### config.mk
export PLATFORM = sky130hd
export DESIGN_NAME = sram_march_bist_flat
export DESIGN_NICKNAME = d
export VERILOG_FILES = /design/src/rtl/sram_march_bist_if.sv /design/src/rtl/sram_march_bist.sv /design/src/flat_wrapper.sv
export SDC_FILE = /design/constraint.sdc
export NUM_CORES = 1
export LEC_CHECK = 0
export BUFFER_PORTS_ARGS = -buffer_cell sky130_fd_sc_hd__clkbuf_2
export CORE_MARGIN = 4
export CORE_UTILIZATION = 45
export DETAILED_ROUTE_END_ITERATION = 16
export GPL_ROUTABILITY_DRIVEN = 0
export PLACE_DENSITY = 0.74
export SYNTH_ARGS = -nofsm -noshare
export SYNTH_HDL_FRONTEND = slang
export SYNTH_SLANG_ARGS = --single-unit
### constraint.sdc
create_clock -name Clock -period 2.9 [get_ports Clock]
set_input_delay 0.58 -clock Clock [delete_from_list [all_inputs] [get_ports Clock]]
set_output_delay 0.58 -clock Clock [all_outputs]
set_load 0.05 [all_outputs]
### src/rtl/sram_march_bist_if.sv
// sram_march_bist_if: BIST control/status and SRAM port bundle.
// master = BIST engine side, slave = SRAM/host side.
interface sram_march_bist_if #(
    parameter int ADDR_W = 18,
    parameter int DATA_W = 16
);
    logic              BIST_start;
    logic [1:0]        BIST_mode;
    logic [ADDR_W-1:0] BIST_address;
    logic [DATA_W-1:0] BIST_write_data;
    logic              BIST_we_n;
    logic [DATA_W-1:0] BIST_read_data;
    logic              BIST_finish;
    logic              BIST_mismatch;
    logic [ADDR_W-1:0] BIST_fail_address;
    logic [15:0]       BIST_fail_count;
    modport master (
        input  BIST_start, BIST_mode, BIST_read_data,
        output BIST_address, BIST_write_data, BIST_we_n, BIST_finish,
               BIST_mismatch, BIST_fail_address, BIST_fail_count
    );
    modport slave (
        output BIST_start, BIST_mode, BIST_read_data,
        input  BIST_address, BIST_write_data, BIST_we_n, BIST_finish,
               BIST_mismatch, BIST_fail_address, BIST_fail_count
    );
endinterface

### src/rtl/sram_march_bist.sv
// sram_march_bist: march-style SRAM BIST (write/read up, write-inverse/read down).
// Define SRAM_BIST_ERR_LOG_EN to enable fail_address/fail_count logging.
module sram_march_bist #(
    parameter int ADDR_W = 18,
    parameter int DATA_W = 16,
    parameter int RD_LAT = 2
) (
    input  logic              Clock,
    input  logic              Resetn,
    sram_march_bist_if.master bus
);
    typedef enum logic [2:0] {
        S_IDLE, S_WRITE_UP, S_READ_UP, S_DRAIN_UP, S_WRITE_DOWN, S_READ_DOWN, S_DRAIN_DOWN
    } state_t;

    state_t                        state_q, state_d;
    logic [ADDR_W-1:0]             addr_q, addr_d;
    logic                          we_n_q, we_n_d;
    logic                          finish_q, finish_d;
    logic                          mismatch_q, mismatch_d;
    logic                          start_q;
    logic [1:0]                    mode_q, mode_d;
    logic [2:0]                    drain_q, drain_d;
    logic [RD_LAT-1:0]             pv_q, pv_d;
    logic [RD_LAT-1:0][ADDR_W-1:0] pa_q, pa_d;
    logic [RD_LAT-1:0][DATA_W-1:0] pe_q, pe_d;
    logic                          start, issue, down, mism;
    logic [DATA_W-1:0]             word;

    function automatic logic [DATA_W-1:0] pat(input logic [1:0] m, input logic [ADDR_W-1:0] a);
        logic [DATA_W-1:0] cb;
        for (int i = 0; i < DATA_W; i++) cb[i] = a[0] ^ ~i[0];
        return m == 2'd1 ? cb : m == 2'd2 ? '0 : DATA_W'(a);
    endfunction

    assign start = bus.BIST_start && !start_q && state_q == S_IDLE;
    assign issue = state_q == S_READ_UP || state_q == S_READ_DOWN;
    assign down  = state_q == S_WRITE_DOWN || state_q == S_READ_DOWN || state_q == S_DRAIN_DOWN;
    // The same word is written and, on read passes, carried forward as the expectation.
    assign word  = down ? ~pat(mode_q, addr_q) : pat(mode_q, addr_q);
    assign mism  = pv_q[RD_LAT-1] && bus.BIST_read_data != pe_q[RD_LAT-1];

    always_comb begin
        state_d = state_q;
        addr_d  = addr_q;
        we_n_d  = we_n_q;
        drain_d = '0;
        case (state_q)
            S_IDLE: begin
                addr_d = '0;
                we_n_d = !start;
                if (start) state_d = S_WRITE_UP;
            end
            S_WRITE_UP: begin
                addr_d = addr_q + 1'b1;
                if (addr_q == '1) begin
                    state_d = S_READ_UP;
                    we_n_d  = 1'b1;
                end
            end
            S_READ_UP: begin
                addr_d = addr_q + 1'b1;
                if (addr_q == '1) state_d = S_DRAIN_UP;
            end
            S_DRAIN_UP: begin
                drain_d = drain_q + 3'd1;
                if (drain_q == 3'(RD_LAT - 1)) begin
                    state_d = S_WRITE_DOWN;
                    addr_d  = '1;
                    we_n_d  = 1'b0;
                end
            end
            S_WRITE_DOWN: begin
                addr_d = addr_q - 1'b1;
                if (addr_q == '0) begin
                    state_d = S_READ_DOWN;
                    we_n_d  = 1'b1;
                end
            end
            S_READ_DOWN: begin
                addr_d = addr_q - 1'b1;
                if (addr_q == '0) begin
                    state_d = S_DRAIN_DOWN;
                    addr_d  = '0;
                end
            end
            default: begin
                drain_d = drain_q + 3'd1;
                if (drain_q == 3'(RD_LAT - 1)) state_d = S_IDLE;
            end
        endcase
        finish_d   = state_d == S_IDLE;
        mismatch_d = start ? 1'b0 : mismatch_q | mism;
        mode_d     = start ? (bus.BIST_mode == 2'd3 ? 2'd0 : bus.BIST_mode) : mode_q;
    end

    always_comb begin
        pv_d[0] = issue;
        pa_d[0] = addr_q;
        pe_d[0] = word;
        for (int i = 1; i < RD_LAT; i++) begin
            pv_d[i] = pv_q[i-1];
            pa_d[i] = pa_q[i-1];
            pe_d[i] = pe_q[i-1];
        end
    end

    always_ff @(posedge Clock or negedge Resetn) begin
        if (!Resetn) begin
            state_q    <= S_IDLE;
            addr_q     <= '0;
            we_n_q     <= 1'b1;
            finish_q   <= 1'b0;
            mismatch_q <= 1'b0;
            start_q    <= 1'b0;
            mode_q     <= 2'd0;
            drain_q    <= '0;
            pv_q       <= '0;
            pa_q       <= '0;
            pe_q       <= '0;
        end else begin
            state_q    <= state_d;
            addr_q     <= addr_d;
            we_n_q     <= we_n_d;
            finish_q   <= finish_d;
            mismatch_q <= mismatch_d;
            start_q    <= bus.BIST_start;
            mode_q     <= mode_d;
            drain_q    <= drain_d;
            pv_q       <= pv_d;
            pa_q       <= pa_d;
            pe_q       <= pe_d;
        end
    end

    assign bus.BIST_address    = addr_q;
    assign bus.BIST_write_data = word;
    assign bus.BIST_we_n       = we_n_q;
    assign bus.BIST_finish     = finish_q;
    assign bus.BIST_mismatch   = mismatch_q;

`ifdef SRAM_BIST_ERR_LOG_EN
    logic [ADDR_W-1:0] fail_addr_q, fail_addr_d;
    logic [15:0]       fail_cnt_q, fail_cnt_d;

    always_comb begin
        fail_addr_d = start ? '0 : (mism && !mismatch_q) ? pa_q[RD_LAT-1] : fail_addr_q;
        fail_cnt_d  = start ? '0 : (mism && fail_cnt_q != 16'hFFFF) ? fail_cnt_q + 16'd1 : fail_cnt_q;
    end

    always_ff @(posedge Clock or negedge Resetn) begin
        if (!Resetn) begin
            fail_addr_q <= '0;
            fail_cnt_q  <= '0;
        end else begin
            fail_addr_q <= fail_addr_d;
            fail_cnt_q  <= fail_cnt_d;
        end
    end

    assign bus.BIST_fail_address = fail_addr_q;
    assign bus.BIST_fail_count   = fail_cnt_q;
`else
    logic unused_pa;
    assign unused_pa             = ^pa_q;
    assign bus.BIST_fail_address = '0;
    assign bus.BIST_fail_count   = '0;
`endif
endmodule

### src/flat_wrapper.sv
// flat-port wrapper written by rule: the top's interface ports become plain ports
module sram_march_bist_flat 
#(
    parameter int ADDR_W = 18,
    parameter int DATA_W = 16,
    parameter int RD_LAT = 2
)
  (Clock, Resetn, bus_BIST_start, bus_BIST_mode, bus_BIST_read_data, bus_BIST_address, bus_BIST_write_data, bus_BIST_we_n, bus_BIST_finish, bus_BIST_mismatch, bus_BIST_fail_address, bus_BIST_fail_count);
  sram_march_bist_if #(.ADDR_W(ADDR_W), .DATA_W(DATA_W)) bus_i ();
  input  logic Clock;
  input  logic Resetn;
  input wire logic [$bits(bus_i.BIST_start)-1:0] bus_BIST_start;
  input wire logic [$bits(bus_i.BIST_mode)-1:0] bus_BIST_mode;
  input wire logic [$bits(bus_i.BIST_read_data)-1:0] bus_BIST_read_data;
  output wire logic [$bits(bus_i.BIST_address)-1:0] bus_BIST_address;
  output wire logic [$bits(bus_i.BIST_write_data)-1:0] bus_BIST_write_data;
  output wire logic [$bits(bus_i.BIST_we_n)-1:0] bus_BIST_we_n;
  output wire logic [$bits(bus_i.BIST_finish)-1:0] bus_BIST_finish;
  output wire logic [$bits(bus_i.BIST_mismatch)-1:0] bus_BIST_mismatch;
  output wire logic [$bits(bus_i.BIST_fail_address)-1:0] bus_BIST_fail_address;
  output wire logic [$bits(bus_i.BIST_fail_count)-1:0] bus_BIST_fail_count;
  assign bus_i.BIST_start = bus_BIST_start;
  assign bus_i.BIST_mode = bus_BIST_mode;
  assign bus_i.BIST_read_data = bus_BIST_read_data;
  assign bus_BIST_address = bus_i.BIST_address;
  assign bus_BIST_write_data = bus_i.BIST_write_data;
  assign bus_BIST_we_n = bus_i.BIST_we_n;
  assign bus_BIST_finish = bus_i.BIST_finish;
  assign bus_BIST_mismatch = bus_i.BIST_mismatch;
  assign bus_BIST_fail_address = bus_i.BIST_fail_address;
  assign bus_BIST_fail_count = bus_i.BIST_fail_count;
  sram_march_bist #(.ADDR_W(ADDR_W), .DATA_W(DATA_W), .RD_LAT(RD_LAT)) u_core (.Clock(Clock), .Resetn(Resetn), .bus(bus_i));
endmodule
==> results of run 1 <==
[synth_stat cells (3+ instances only)]
| library cell | count | share of area |
|---|---|---|
| nand4_1 | 5 | 0.0076 |
| a22o_1 | 3 | 0.0064 |
| dfrtp_1 | 63 | 0.39 |
| o221ai_1 | 3 | 0.0064 |
| or3_1 | 6 | 0.0092 |
| xor2_1 | 20 | 0.043 |
| o211ai_1 | 9 | 0.017 |
| o21a_1 | 3 | 0.0055 |
| nor2_1 | 28 | 0.026 |
| inv_1 | 12 | 0.011 |
| a21oi_1 | 30 | 0.037 |
| a221oi_1 | 5 | 0.011 |
| clkbuf_1 | 16 | 0.015 |
| o31ai_1 | 3 | 0.0055 |
| buf_4 | 53 | 0.097 |
| nand3_1 | 11 | 0.013 |
| a21o_1 | 3 | 0.0055 |
| nor3_1 | 14 | 0.017 |
| buf_2 | 8 | 0.0098 |
| xnor2_1 | 24 | 0.051 |
| nor4_1 | 9 | 0.014 |
| a211oi_1 | 5 | 0.0092 |
| o21ai_0 | 20 | 0.024 |
| nand3b_1 | 3 | 0.0055 |
| ha_1 | 5 | 0.015 |
| nand2_1 | 24 | 0.022 |
[power by group through the flow]
stage                     combinational (mW)  clock [mW]  sequential, mW
after floorplan                         1.29           0            1.26
after global placement                  1.51           0            1.22
after detailed placement                1.53           0            1.23
after CTS                               1.53       0.816            1.21
after global routing                    1.65       0.859            1.24
final                                   1.53       0.799            1.21
[sequential cells by signal, summed over array words and instances, names as in the netlist]
name / count
u_core.drain_q: 3
u_core.bus.BIST_address: 18
u_core.mode_q: 2
u_core.bus.BIST_finish: 1
u_core.pe_d: 16
u_core.pv_q: 2
u_core.bus.BIST_mismatch: 1
u_core.start_q: 1
u_core.pe_q: 16
u_core.state_q: 3
u_core.bus.BIST_we_n: 1
[worst max-delay path: stages, from the launching register on]
cell,delay [ns]
dfrtp_1,0.51
inv_1,0.17
nor3_1,0.21
buf_4,0.18
a21oi_1,0.06
xnor2_1,0.25
clkbuf_2,0.33
[final timing paths]
path,startpoint,end,slack [ns],depth (start not counted)
worst max-delay path,u_core.bus.BIST_address[0]$_DFFE_PN0P_,bus_BIST_write_data[15],0.26,6
worst min-delay path,Resetn,u_core.bus.BIST_address[12]$_DFFE_PN0P_,0.22,1
worst max register to register,u_core.bus.BIST_address[0]$_DFFE_PN0P_,u_core.bus.BIST_address[14]$_DFFE_PN0P_,0.43,7
worst min register to register,u_core.pe_d[26]$_DFF_PN0_,u_core.pe_q[26]$_DFF_PN0_,0.35,0
max in group asynchronous,Resetn,u_core.pe_q[17]$_DFF_PN0_,2.03,2
min in group Clock,u_core.pe_d[26]$_DFF_PN0_,u_core.pe_q[26]$_DFF_PN0_,0.35,0
[metrics by stage]
stage                     power, mW  worst slack (ns)  hold WS (ns)
final                          3.54             0.263         0.217
after global routing           3.75             0.126         0.251
after CTS                      3.56             0.278         0.235
after detailed placement       2.76             0.491         0.335
after global placement         2.72             0.600         0.333
after floorplan                2.55             0.261         0.284
[layer usage]
| layer | up-vias | global-route usage | routed length [microns] |
|---|---|---|---|
| li1 | 1538 | - | - |
| met1 | 1588 | 0.249 | 4150 |
| met2 | 193 | 0.303 | 4740 |
| met3 | 40 | 0.0503 | 912 |
| met4 | 0 | 0.115 | 380 |
| met5 | - | 0 | 0 |
[logic make-up (layout without fill, tap and decap cells)]
family	Yosys count	count (layout)
AND/OR/NAND/NOR	126	126
AO/OA/AOI/OAI	102	102
buffers and inverters	93	97
flip-flops	64	64
XOR/XNOR	44	44
adder cells (fa/ha/maj)	5	5
multiplexers	4	4
other	1	34
[area by class of cell]
type                       count  area (sq um)  share of cell area
multi-input combinational    315          2040               0.462
sequential                    64          1600               0.363
timing repair buffer          69           388              0.0878
clock buffer                  10           138              0.0312
tap                          108           135              0.0306
clock inverter                 6          67.6              0.0153
inverter                      12          45.0              0.0102
==> impl_metrics.toml, run 1 <==
[route]
drc = 0
viasPerCell = 5.75
wl_per_cell_microns = 17.4
vias = 3359
drt-total-wl_mm = 10.2
first_iter_violations = 334
ant_nets = 0
first_pass_iters = 5

[cts]
root_buffer = "clkbuf_8"
tritoncts = "built"
cts_setup_buffers = 0
cts_max_path_buffers = 2
clkTransAtPathRegs_ns = 0.08
cts.sinks = 64
cts_resized = 0
cts_max_level = 3
cts_buffers = 9
worstSkewPairLatency_ns = 0.36
ctsHoldBuffers = 0

[placement]
place_area_sq_mm = 0.00421
dp_hpwl_mm = 7.43
dp.cells = 568
io_buffers = 57

[yosys]
synthFlopType = "dfrtp_1"
netlist_area_sq_mm = 0.00409
yosys_warnings = 0
async_flop_share = 1.00
ys_types = 67
synth_top_family_by_area = "simple AND/OR/NAND/NOR gates"
synth_fa_ha_area_frac = 0.0153
synth_xor_area_frac = 0.0942
synth_edf_count = 0
yosys-mux-area-fraction = 0.0104
synth_seq_cells = 64
ys_seq_area_frac = 0.392
synthCells = 439
yosys.area_share.simple = 0.176
syn_avg_cell_area_sq_um = 9.32
synth-compound-area-share = 0.172

[sta]
finalSetupViolCount = 0
slew_viol_final = 0
setup_tns_ns = 0
relSlewSlack = 0.456
fin_crit_ns = 2.64
skew_ns = 0.0140
fmax_mhz = 379
finalHoldViolCount = 0
rsz0062_at_grt = "no"
fin_crit_sh = 0.909
worst_slew_pin_slew_ns = 0.813

[worst_setup_path]
start_kind = "flip-flop"
crit_fanout = 10
critPathArrivalTime_ns = 2.06
end_kind = "output pin"
worstSetupPathType = "reg -> out"
critPathRequiredTime_ns = 2.32

[global_route]
grt-ovfl-total = 0
antenna_found_initial = 0
grt_max_degree = 45
grt_pass1_wl_mm = 16.0
grt_pass1_vias = 3222
grt_util_all_layers = 0.197

[power_and_ir_drop]
power.share.clock = 0.226
p_sw_mw = 1.60
leakage_nw = 2.02
power.density_mw_per_mm2 = 802
p_seq_frac = 0.341
swShare = 0.452
combPwrFrac = 0.433
irDropWorstVdd_mv = 0.330
p_int_mw = 1.94

[cells_and_area]
layout.nets = 497
syn_to_final_growth_pct = 7.92
post-route-util = 0.504
layout-drive-gt1-share = 0.221
instances_no_fill = 584
final_common_cell = "dfrtp_1"
fill_cells = 841
fin_area_sq_mm = 0.00442
n_antenna_cell = 0
layout_common_cells = "63 x dfrtp_1, 57 x clkbuf_2, 34 x conb_1"

[hold_path]
hold_class = "in -> async"

[run]
cap_violations = 0

[run_status]
status = "complete, no violations"

[floorplanning]
die-area_sq_mm = 0.0107
rows = 34
dieHeight_microns = 103
die_w_microns = 103
initial_core_util = 0.467
ios = 92
design.core.area_sq_mm = 0.00876
Power figures use the tool's default switching activity.
==> run 2, diff against run 1 <==
BUFFER_PORTS_ARGS = -buffer_cell sky130_fd_sc_hd__buf_4   (was -buffer_cell sky130_fd_sc_hd__clkbuf_2)
==> impl_metrics.toml, run 2 (same netlist as run 1, synthesis figures left out) <==
[cells_and_area]
layout.area.seq_sq_mm = 0.00160
layout-drive-gt1-share = 0.216
largest_reg_flops = 18
final_common_cell = "buf_4"
layout.nets = 494
multi_input_area_sq_mm = 0.00204
syn_to_final_growth_pct = 10.2
n_antenna_cell = 0
layout_common_cells = "66 x buf_4, 63 x dfrtp_1, 34 x conb_1"
fill_cells = 820

[route]
viasPerCell = 5.88
first_iter_violations = 442
drc = 0
vias = 3411
ant_nets = 0
wl_per_cell_microns = 17.8
drt-total-wl_mm = 10.3
first_pass_iters = 6

[worst_setup_path]
crit_fanout = 10
worstReg2RegStart = "u_core.bus.BIST_address[1]$_DFFE_PN0P_"
cpLargestDelayFamily = "buffers and inverters"
cp_cell_sequence = "inv_1 > nor3_2 > buf_4 > a21oi_1 > xnor2_1 > buf_4"
r2r_cells = 6
end_kind = "output pin"
cp_common_cell = "buf_4"
critPathArrivalTime_ns = 2.06
reg2reg_setup_slack_ns = 0.29
worstSetupPathType = "reg -> out"
cp_slowest_stage_delay_ns = 0.51
r2r_end = "u_core.state_q[0]$_DFF_PN0_"
start_kind = "flip-flop"
critPathSlowestCell = "dfrtp_1"
crit_buf_inv = 3
critPathRequiredTime_ns = 2.32

[global_route]
grt_pass1_wl_mm = 16.0
grt-ovfl-total = 0
antenna_found_initial = 0
grt_pass1_vias = 3242
grt_max_degree = 65
grt_util_all_layers = 0.195

[cts]
root_buffer = "clkbuf_8"
cts_setup_buffers = 0
cts_max_level = 3
ctsHoldBuffers = 0
cts_buffers = 9
cts_resized = 0
tritoncts = "built"
worstSkewPairLatency_ns = 0.36
clkTransAtPathRegs_ns = 0.09
cts.sinks = 64
cts_max_path_buffers = 2

[sta]
fin_crit_sh = 0.910
fmax_mhz = 379
rsz0062_at_grt = "no"
finalHoldViolCount = 0
fin_crit_ns = 2.64
whs_ns = 0.293
finalSetupViolCount = 0
skew_ns = 0.0175
setup_tns_ns = 0
relSlewSlack = 0.423
slew_viol_final = 0
worst_slew_pin_slew_ns = 0.861

[power_and_ir_drop]
p_total_mw = 3.58
power.share.clock = 0.210
p_seq_frac = 0.339
p_sw_mw = 1.59
power.density_mw_per_mm2 = 794
p_int_mw = 1.98
swShare = 0.445
leakage_nw = 2.04
irDropWorstVdd_mv = 0.286
combPwrFrac = 0.452

[floorplanning]
design.core.area_sq_mm = 0.00876
die-area_sq_mm = 0.0107
dieHeight_microns = 103
ios = 92
initial_core_util = 0.467
rows = 34
die_w_microns = 103

[hold_path]
hold_class = "in -> async"

[run_status]
status = "complete, no violations"

[run]
cap_violations = 0

[placement]
dp_hpwl_mm = 7.28
io_buffers = 57
[run 2: changes by cell type in the layout (fill, tap and decap cells not counted)]
cell        before  now
buf_12           1    0
buf_4           11   66
clkbuf_2        57    0
clkbuf_8        10    9
clkinv_2         1    3
clkinvlp_4       2    1
inv_6            1    0
nor3_1          14   13
nor3_2           0    1
[run 2: layout make-up]
cell class,count,area share
Tap cell,108,0.0300
Clock inverter,6,0.0136
Sequential cell,64,0.356
Timing Repair Buffer,66,0.110
Clock buffer,9,0.0275
Multi-Input combinational cell,315,0.454
Inverter,12,0.00999
[run 2: how the worst max path moves through the flow]
stage | startpoint | end | slack, ns | depth (start not counted)
finish | u_core.bus.BIST_address[0]$_DFFE_PN0P_ | bus_BIST_write_data[7] | 0.26 | 6
floorplan | u_core.bus.BIST_address[0]$_DFFE_PN0P_ | bus_BIST_write_data[13] | 0.26 | 6
detailed placement | u_core.bus.BIST_address[1]$_DFFE_PN0P_ | u_core.state_q[0]$_DFF_PN0_ | 0.39 | 6
global route | u_core.bus.BIST_address[0]$_DFFE_PN0P_ | bus_BIST_write_data[9] | 0.05 | 6
global placement | u_core.bus.BIST_address[1]$_DFFE_PN0P_ | u_core.state_q[0]$_DFF_PN0_ | 0.44 | 6
CTS | u_core.bus.BIST_address[0]$_DFFE_PN0P_ | bus_BIST_write_data[7] | 0.14 | 6
[run 2: stage by stage]
stage | area [sq um] | std cells | setup slack, ns | util
floorplan | 4220 | 472 | 0.261 | -
global placement | 4320 | 565 | 0.441 | 0.493
detailed placement | 4320 | 565 | 0.387 | 0.493
CTS | 4500 | 580 | 0.141 | 0.514
global route | 4510 | 580 | 0.0545 | 0.514
finish | 4510 | 580 | 0.261 | 0.514
[run 2: routing by layer]
layer / part of all wire / track usage / vias up
li1: - / - / 1530
met1: 0.40 / 0.249 / 1612
met2: 0.46 / 0.310 / 220
met3: 0.11 / 0.0463 / 49
met4: 0.034 / 0.0966 / 0
met5: 0 / 0 / -
[run 2: power groups by stage]
stage,Combinational [mW],Sequential [mW],Clock (mW)
2_1_floorplan,1.29,1.26,0
3_3_place_gp,1.58,1.22,0
3_5_place_dp,1.61,1.23,0
4_1_cts,1.61,1.21,0.764
5_1_grt,1.73,1.24,0.807
6_report,1.62,1.21,0.750
[run 2: worst register-to-register path, cell delays in order, from the launching register on]
cell and delay [ns]:
dfrtp_1 0.53, ha_1 0.36, nand4_1 0.33, nor4_2 0.36, nand4b_1 0.26, and3_1 0.26, o41a_1 0.39
